**src/rtl/encod_pkg.sv**
```systemverilog
// Shared types and constants for the registered 8-to-3 encoder.
// Request vectors are one-hot by intent; the index type is log2 of the request width.
package encod_pkg;

    localparam int N_IN  = 8;
    localparam int N_OUT = 3;

    typedef logic [N_IN-1:0]  req_t;
    typedef logic [N_OUT-1:0] idx_t;

    localparam idx_t IDX_NONE = 3'b000;

endpackage

```
**src/rtl/encoder_8_3_dat_if.sv**
```systemverilog
// Request/result bundle of the encoder: the source drives d, the encoder returns a/valid/multi.
interface encoder_8_3_dat_if;
    import encod_pkg::*;

    req_t d;
    idx_t a;
    logic valid;
    logic multi;

    modport master (output d, input a, input valid, input multi);
    modport slave  (input d, output a, output valid, output multi);

endinterface

```
**src/rtl/prio_enc_8_3.sv**
```systemverilog
// Combinational priority encoder: highest set request line wins.
// Also reports whether any line, or more than one line, is asserted.
module prio_enc_8_3
    import encod_pkg::*;
(
    input  req_t d,
    output idx_t idx,
    output logic any,
    output logic more
);

    idx_t idx_s;
    logic any_s;
    logic more_s;

    // Scan upward so the last (highest) set bit overrides lower ones.
    always_comb begin
        idx_s  = IDX_NONE;
        any_s  = |d;
        // Clearing the lowest set bit leaves something only if a second bit was set.
        more_s = ((d & (d - 8'd1)) != 8'd0);
        for (int i = 0; i < N_IN; i++) begin
            if (d[i]) begin
                idx_s = idx_t'(i);
            end else begin
                idx_s = idx_s;
            end
        end
    end

    assign idx  = idx_s;
    assign any  = any_s;
    assign more = more_s;

endmodule

```
**src/rtl/encoder_8_3_dat.sv**
```systemverilog
// Registered 8-to-3 encoder: priority encode d and register index, valid and multi
// on every rising clock edge, with asynchronous active-low clear.
module encoder_8_3_dat
    import encod_pkg::*;
(
    input  logic                clk,
    input  logic                rst_n,
    encoder_8_3_dat_if.slave    bus
);

    idx_t idx_s;
    logic any_s;
    logic more_s;

    idx_t a_r;
    logic valid_r;
    logic multi_r;

    prio_enc_8_3 u_prio (
        .d    (bus.d),
        .idx  (idx_s),
        .any  (any_s),
        .more (more_s)
    );

    // Output registers; the only state in the block.
    always_ff @(posedge clk or negedge rst_n) begin
        if (!rst_n) begin
            a_r     <= IDX_NONE;
            valid_r <= 1'b0;
            multi_r <= 1'b0;
        end else begin
            a_r     <= idx_s;
            valid_r <= any_s;
            multi_r <= more_s;
        end
    end

    assign bus.a     = a_r;
    assign bus.valid = valid_r;
    assign bus.multi = multi_r;

endmodule

```
**src/flat_wrapper.sv**
```systemverilog
// flat-port wrapper written by rule: the top's interface ports become plain ports
module encoder_8_3_dat_flat import encod_pkg::*;
  (clk, rst_n, bus_d, bus_a, bus_valid, bus_multi);
  encoder_8_3_dat_if bus_i ();
  input  logic clk;
  input  logic rst_n;
  input wire logic [$bits(bus_i.d)-1:0] bus_d;
  output wire logic [$bits(bus_i.a)-1:0] bus_a;
  output wire logic [$bits(bus_i.valid)-1:0] bus_valid;
  output wire logic [$bits(bus_i.multi)-1:0] bus_multi;
  assign bus_i.d = bus_d;
  assign bus_a = bus_i.a;
  assign bus_valid = bus_i.valid;
  assign bus_multi = bus_i.multi;
  encoder_8_3_dat u_core (.clk(clk), .rst_n(rst_n), .bus(bus_i));
endmodule
```
**config.mk**
```make
export PLATFORM = sky130hd
export DESIGN_NAME = encoder_8_3_dat_flat
export DESIGN_NICKNAME = d
export VERILOG_FILES = /design/src/rtl/encod_pkg.sv /design/src/rtl/encoder_8_3_dat_if.sv /design/src/rtl/prio_enc_8_3.sv /design/src/rtl/encoder_8_3_dat.sv /design/src/flat_wrapper.sv
export SDC_FILE = /design/constraint.sdc
export NUM_CORES = 1
export LEC_CHECK = 0
export ABC_AREA = 1
export BUFFER_PORTS_ARGS = -buffer_cell sky130_fd_sc_hd__buf_2
export CAP_MARGIN = 20
export CORE_AREA = 5 5 42 44
export DETAILED_ROUTE_END_ITERATION = 12
export DIE_AREA = 0 0 47 49
export PLACE_DENSITY_LB_ADDON = 0.1
export SYNTH_ARGS = -nofsm -noshare
export SYNTH_HDL_FRONTEND = slang
export SYNTH_SLANG_ARGS = --single-unit
export TNS_END_PERCENT = 50
```
**constraint.sdc**
```tcl
create_clock -name clk -period 0.8 [get_ports clk]
set_clock_uncertainty 0.2 [all_clocks]
set_input_delay 0.04 -clock clk [delete_from_list [all_inputs] [get_ports clk]]
set_output_delay 0.04 -clock clk [all_outputs]
set_load 0.02 [all_outputs]
```
=== Yosys cells after proc, flatten, opt, wreduce, memory -nomap -nowiden ===
Index checks and enable logic that the tools add are counted.

* $add $sub $neg: 1
* Muxes and demuxes: 7
* Bitwise gates (word level): 1
* Reductions and logical operators: 2

{| class="wikitable"
|+ Operators with widths
! cell !! count
|-
| 2-to-1 mux 3 bit || 6
|-
| AND 8 bit || 1
|-
| nonzero test 8 bit || 1
|-
| OR reduction 8 bit || 1
|-
| subtractor 8 x 1 -> 8 bit, second input constant || 1
|-
| 2-to-1 mux 1 bit || 1
|}

* Register bits after elaboration: 5
* Bits of input ports: 10
* Output and inout bits: 5
* Logic and storage cells: 14

=== Logic depth before layout (Yosys ltp) ===
Gate-level depths: netlist of run 1.

* Word-level depth: 7
* Depth in mapped cells: 7
* Depth with buffers taken out: 7

=== Modules after synthesis ===
Synthesis of run 1 repeated with hierarchy kept, for this count alone.

* Cells, all modules: 42
* Area, all modules: 280.3 µm²

{| class="wikitable"
|+ By module, submodules not included
! module !! times used !! cells each !! area each (µm²) !! seq. area each (µm²)
|-
| prio_enc_8_3 || 1 || 37 || 155.1 || 0.0
|-
| encoder_8_3_dat || 1 || 5 || 125.1 || 125.1
|}

=== Worst setup path before layout of run 1 ===
OpenSTA, ideal clock, no wires.

* Path type: input port to flip-flop
* From: input bus_d[3]
* To: register u_core.multi_r (netlist: u_core.bus.multi)
* Setup time: 0.119 ns
* Arrival: 0.393 ns
* Required time: 0.481 ns
* Setup slack: 0.089 ns
* Stages on the path: 4
* Path buffers: 0
* Cell sequence: nor2_1 a21oi_1 nor2_1 nand2_1

* Longest elaborated chain between the ends: 3

{| class="wikitable"
|+ RTL lines
! element !! RTL line !! source
|-
| start: declaration || flat_wrapper.sv:7 || <nowiki>input wire logic [$bits(bus_i.d)-1:0] bus_d;</nowiki>
|-
| subtractor 8 x 1 -> 8 bit || prio_enc_8_3.sv:21 || <nowiki>more_s = ((d & (d - 8'd1)) != 8'd0);</nowiki>
|-
| AND 8 bit (*) || prio_enc_8_3.sv:21 ||
|-
| nonzero test 8 bit (*) || prio_enc_8_3.sv:21 ||
|-
| via u_core.more_s || encoder_8_3_dat.sv:13 || <nowiki>logic more_s;</nowiki>
|-
| end signal: assignment || encoder_8_3_dat.sv:35 || <nowiki>multi_r <= more_s;</nowiki>
|-
| end: declaration || encoder_8_3_dat.sv:17 || <nowiki>logic multi_r;</nowiki>
|}

Mark *: on every way through the listed nets, which the timed path passes. The rest lies on a longest branch.

=== Worst setup path after layout of run 1 ===
* From: register u_core.multi_r (netlist: u_core.bus.multi)
* To: output bus_multi

{| class="wikitable"
|+ RTL lines
! element !! RTL line !! source
|-
| end: declaration || flat_wrapper.sv:10 || <nowiki>output wire logic [$bits(bus_i.multi)-1:0] bus_multi;</nowiki>
|}

No word-level cell between the ends.

==> results of run 1 <==
==> worst paths after layout <==
check                      cells after the start              from  slack, ps               end
min                                            3          bus_d[7]       -180   u_core.bus.a[0]
max                                            1  u_core.bus.multi       -170         bus_multi
min in group asynchronous                      2             rst_n        -60  u_core.bus.valid
max in group asynchronous                      2             rst_n        330   u_core.bus.a[0]
==> registers in the layout (all words and copies together) (netlist names) <==
name              cells
u_core.bus.valid      1
u_core.bus.multi      1
u_core.bus.a          3
==> what timing repair did <==
| action | CTS | global route |
|---|---|---|
| resized for setup | 8 | 2 |
| setup endpoints to repair | 5 | 5 |
| hold endpoints to repair | 10 | 10 |
==> power groups by stage <==
stage               Clock, mW  Sequential [mW]  Combinational (mW)
floorplan                   0            0.279              0.0496
global placement            0            0.267               0.128
detailed placement          0            0.267               0.128
CTS                     0.301            0.265               0.138
global route            0.314            0.265               0.156
finish                  0.281            0.266               0.137
==> cells by family after synthesis <==
logic type / Yosys count / share of synthesized area (%)
buffers and inverters: 8 / 10.7
AOI/OAI and AO/OA: 2 / 3.57
DFF: 5 / 44.6
and+or+nand+nor: 26 / 41.1
==> cell type report <==
class	count	area, um^2	area share (%)
Timing Repair Buffer	18	134	29.1
Sequential cell	5	125	27.2
Inverter	8	30.0	6.52
Tap cell	16	20.0	4.35
Multi-Input combinational cell	28	125	27.2
Clock buffer	4	26.3	5.71
==> layer usage <==
metal | GRT usage (%) | wire [um] | up-vias
li1 | - | - | 164
met1 | 7.28 | 229 | 122
met2 | 8.37 | 312 | 12
met3 | 2.21 | 60 | 0
met4 | 9.68 | 0 | 0
met5 | 0 | 0 | -
==> metrics by stage <==
step,hold WS (ps),setup slack (ps)
2_1_floorplan,-456,88.6
3_3_place_gp,-342,-114
3_5_place_dp,-342,-122
4_1_cts,-191,-184
5_1_grt,-172,-193
6_report,-182,-167
==> cell usage in the layout, fill, tap and decap left out <==
cell | netlist | layout
nand2_1 | 18 | 18
buf_2 | 0 | 9
inv_1 | 6 | 6
buf_6 | 0 | 5
dfrtp_1 | 5 | 5
nor2_1 | 3 | 3
clkbuf_4 | 0 | 3
buf_4 | 0 | 3
nor2_2 | 2 | 2
nand4_1 | 2 | 2
inv_2 | 2 | 2
nor2_4 | 1 | 1
a21oi_1 | 1 | 1
o21ai_1 | 1 | 1
clkbuf_1 | 0 | 1
dlygate4sd3_1 | 0 | 1
==> metrics, run 1 <==
Post-Syn Area=280 um^2; initial DRC count=0; cells after synthesis=41; CP top delay family=flip-flops; post-DP HPWL=about 550 um; first-pass GRT wire length=between 1000 and 1500 um; DRC viols=0; worst path cell trace=buf_6; clock network power share=41.1%; logic gate share of total power=20.1%; CP max-delay cell=dfrtp_1; H-tree Lvls=1; Die W=47 um; failing checks=negative hold slack, negative setup slack; Seq/Total Area, Yosys=roughly 45%; Core Util, Final=32.9%; Pwr Total=between 0.6 and 0.7 mW; IO Port Bufs=14; Net Sw Frac=24.7%; element type at the critical path end=output port; Slew Viols, Final=0; placed cell count=74; worst-margin pin slew=around 190 ps; crit path max fanout=1; Die ar.=0.00230 mm^2; Placed Area=between 300 and 400 um^2; status=finished, violations left; pin count of the biggest net entering global routing=6; CTS tree=built; main flop type after synthesis=dfrtp_1; RePlAce Congestion=0.635; Vias per Instance=around 3.8; CP Data Arrival Time=approximately 730 ps; total global routing overflow=0; top post-synthesis cells by area=dfrtp_1, nand2_1, inv_1; min-delay worst type=primary input to register; Setup CP Type=register to output port; Final setup violation count=5; worst hold slack=-182 ps; drt first pass iters=1; Sink Count=5; hold buffers post-CTS=1; max_slew headroom=just under 90%; die span in y=slightly below 50 um; Final period util=121%; post-route ant nets=0; Reg clk slew, reported paths=40 ps; Fill cells=between 150 and 200; Initial Util=20.0%; post-CTS setup buffers=0; leading cell type by number of instances after synthesis=nand2_1; VDD IR max=between 300 and 400 uV; CTS max path bufs=2; sequential group share of total power=38.8%; Net Count, Synth=51; Sw Pwr=0.169 mW; WL/cell=about 7.6 um; vias in the first global route=roughly 280; Power Density=about 1500 mW/mm^2; Pleak=about 0.25 nW; Netlist cell types=10; final hold violations=10; setup ws final=-167 ps; Sum Neg Setup Slack=-830 ps; share of layout cells above drive strength 1=between 30% and 40%; Achievable Freq=1030 MHz; worst path bufs/invs=1; crit path time final=around 970 ps; largest area contributor in the netlist=dfrtp_1; ANT cells=0; Detailed Route WL=~600 um; Worst Path Required=about 560 ps; Core ar.=0.00140 mm^2; Synth async-reset ratio=between 90% and 100%; number of synthesized flops with an enable pin=0; fin area=460 um^2; initial antenna violation count=0; total CTS buffers=3; top-area cell type share of the netlist area=roughly 45%; unrepaired setup endpoints after global routing=true; Post-synth top cells=nand2_1, inv_1, dfrtp_1, nor2_1; Synth Warn #=0; Crit path largest cell delay=360 ps; CTS root buffer=clkbuf_4; Synth Register Bits=5; row cnt=14; num ports=15; mean post-synth cell area=6.84 um^2; Final nets=between 70 and 80; Power Internal=approximately 0.52 mW; CP Launch Type=register; area delta synth->final=64.3%; global-route usage over all layers=between 6 and 7%; Non-Filler Instances=79; max-cap violation count=0; vias after detailed routing=slightly below 300
No activity file was read; power rests on OpenSTA's default activity.
==> inputs of run 2 (changes only) <==
Settings changed: ABC_AREA 1 to not set.
==> run 2 against run 1 <==
The flow still finishes with violations (negative hold slack, negative setup slack). Via count is 1.7% lower. Utilization rose by 2.9 points. Routed wire length is 14% higher. Largest power group unchanged.
==> metrics, run 2 <==
Core ar.=between 0.001 and 0.0015 mm^2; VDD IR max=418 uV; setup ws final=-175 ps; H-tree Lvls=1; top-area cell type share of the netlist area=roughly 49%; worst-margin pin slew=about 260 ps; most frequent cells in the layout=buf_2, buf_6, buf_4; unrepaired setup endpoints after global routing=true; num ports=15; DRC viols=0; Reg clk slew, reported paths=40 ps; Worst Path Required=560 ps; area delta synth->final=95.6%; sequential group share of total power=a little under two fifths; global-route usage over all layers=under 10%; Final nets=63; top post-synthesis cells by area=dfrtp_1, nor4_4, nor2_1; mean post-synth cell area=around 9.9 um^2; Initial Util=around 18%; Synth Warn #=0; worst hold slack=-100 ps; Post-Syn Area=~260 um^2; Power Internal=roughly 0.53 mW; cells after synthesis=26; logic gate share of total power=about 22%; share of layout cells above drive strength 1=53.8%; Crit path largest cell delay=between 300 and 400 ps; vias after detailed routing=between 200 and 300; Post-synth top cells=dfrtp_1, nor2_1, nand2_1, nand2b_1, nor3_1; hold buffers post-CTS=1; Power Density=around 1400 mW/mm^2; Detailed Route WL=a little under 700 um; Netlist cell types=16; pin count of the biggest net entering global routing=6; Slew Viols, Final=0; clock network power share=between 30 and 40%; final hold violations=10; Achievable Freq=between 1000 and 1500 MHz; Pwr Total=around 0.69 mW; failing checks=negative hold slack, negative setup slack; Sw Pwr=~0.16 mW; status=finished, violations left; max-cap violation count=0; main flop type after synthesis=dfrtp_1; worst path cell trace=buf_6; WL/cell=~10 um; Pleak=0.210 nW; Synth async-reset ratio=between 90% and 100%; leading cell type by number of instances after synthesis=dfrtp_1; first-pass GRT wire length=around 1000 um; CTS max path bufs=2; CP Data Arrival Time=about 730 ps; crit path time final=about 970 ps; CP Launch Type=register; vias in the first global route=approximately 280; total CTS buffers=3; Setup WS pre-CTS=-449 ps; Final period util=122%; die span in y=about 50 um; Sink Count=5; CP top delay family=flip-flops; CTS root buffer=clkbuf_4; Net Count, Synth=36; Net Sw Frac=23.5%; element type at the critical path end=output port; Seq/Total Area, Yosys=around 49%; IO Port Bufs=14; worst path bufs/invs=1; crit path max fanout=1; total global routing overflow=0; Die ar.=~0.0023 mm^2; CTS tree=built; post-route ant nets=0; Vias per Instance=4.31; initial DRC count=2; largest area contributor in the netlist=dfrtp_1; drt first pass iters=2; post-DP HPWL=about 580 um; max_slew headroom=between 80 and 90%; row cnt=14; Die W=roughly 47 um; number of synthesized flops with an enable pin=0; ANT cells=0; Final setup violation count=7; Synth Register Bits=5; CP max-delay cell=dfrtp_1; Setup CP Type=register to output port; initial antenna violation count=0; max FFs per register=3; RePlAce Congestion=between 0.7 and 0.8; min-delay worst type=primary input to register
-- run 2: cell types whose count changed after synthesis, moves of 2 or more --
cell | previous run | this run
inv_2 | 2 | 0
nand2b_1 | 0 | 2
nand4_1 | 2 | 0
nand2_1 | 18 | 2
nor2_2 | 2 | 0
inv_1 | 6 | 1
nor3_1 | 0 | 2
-- run 2: kinds of logic after synthesis --
family	Yosys count	synth area share, %
compound gates	5	13.2
fa+ha+maj	1	3.90
buf+inv	1	1.46
flops	5	48.8
simple gates	14	32.7
-- run 2: final timing paths --
| check | from | end | slack (ps) | depth (start not counted) |
|---|---|---|---|---|
| setup / recovery | u_core.bus.valid | bus_valid | -170 | 1 |
| hold / removal | bus_d[4] | u_core.bus.a[2] | -100 | 3 |
| max in group asynchronous | rst_n | u_core.bus.a[2] | 320 | 2 |
| min in group asynchronous | rst_n | u_core.bus.multi | -50 | 2 |
-- run 2: final cells by class --
cell class,count,area (um^2)
Timing Repair Buffer,22,184
Fill cell,160,900
Inverter,1,3.75
Tap cell,16,20.0
Sequential cell,5,125
Clock buffer,4,26.3
Multi-Input combinational cell,20,143
-- run 2: through the flow --
step	instances	util, %	instance area, um^2	hold slack [ps]	setup TNS (ps)
4_1_cts	67	31.9	447	-128	-1120
5_1_grt	68	35.8	502	-64.3	-1260
2_1_floorplan	26	-	256	-456	-199
3_3_place_gp	62	27.9	392	-347	-967
6_report	68	35.8	502	-100	-1030
3_5_place_dp	62	27.9	392	-341	-1050
-- run 2: power groups by stage --
stage	Clock (mW)	Combinational [mW]	Sequential (mW)
CTS	0.294	0.134	0.265
detailed placement	0	0.123	0.268
floorplan	0	0.0296	0.280
finish	0.277	0.151	0.266
global placement	0	0.120	0.267
global route	0.293	0.167	0.267
-- run 2: repair_timing --
action / CTS / global route
endpoints found under the hold margin: 10 / 9
buffers inserted: 0 / 1
pin swaps: 1 / 1
endpoints found under the setup margin: 7 / 8
gates resized for setup: 6 / 13
-- run 2: per-layer routing --
| metal | routed length [um] | GRT usage [%] | share of wire, % | vias up |
|---|---|---|---|---|
| li1 | - | - | - | 145 |
| met1 | 235 | 7.30 | 34 | 133 |
| met2 | 346 | 9.50 | 50 | 15 |
| met3 | 103 | 2.21 | 15 | 0 |
| met4 | 0 | 5.53 | 0 | 0 |
| met5 | 0 | 0 | 0 | - |
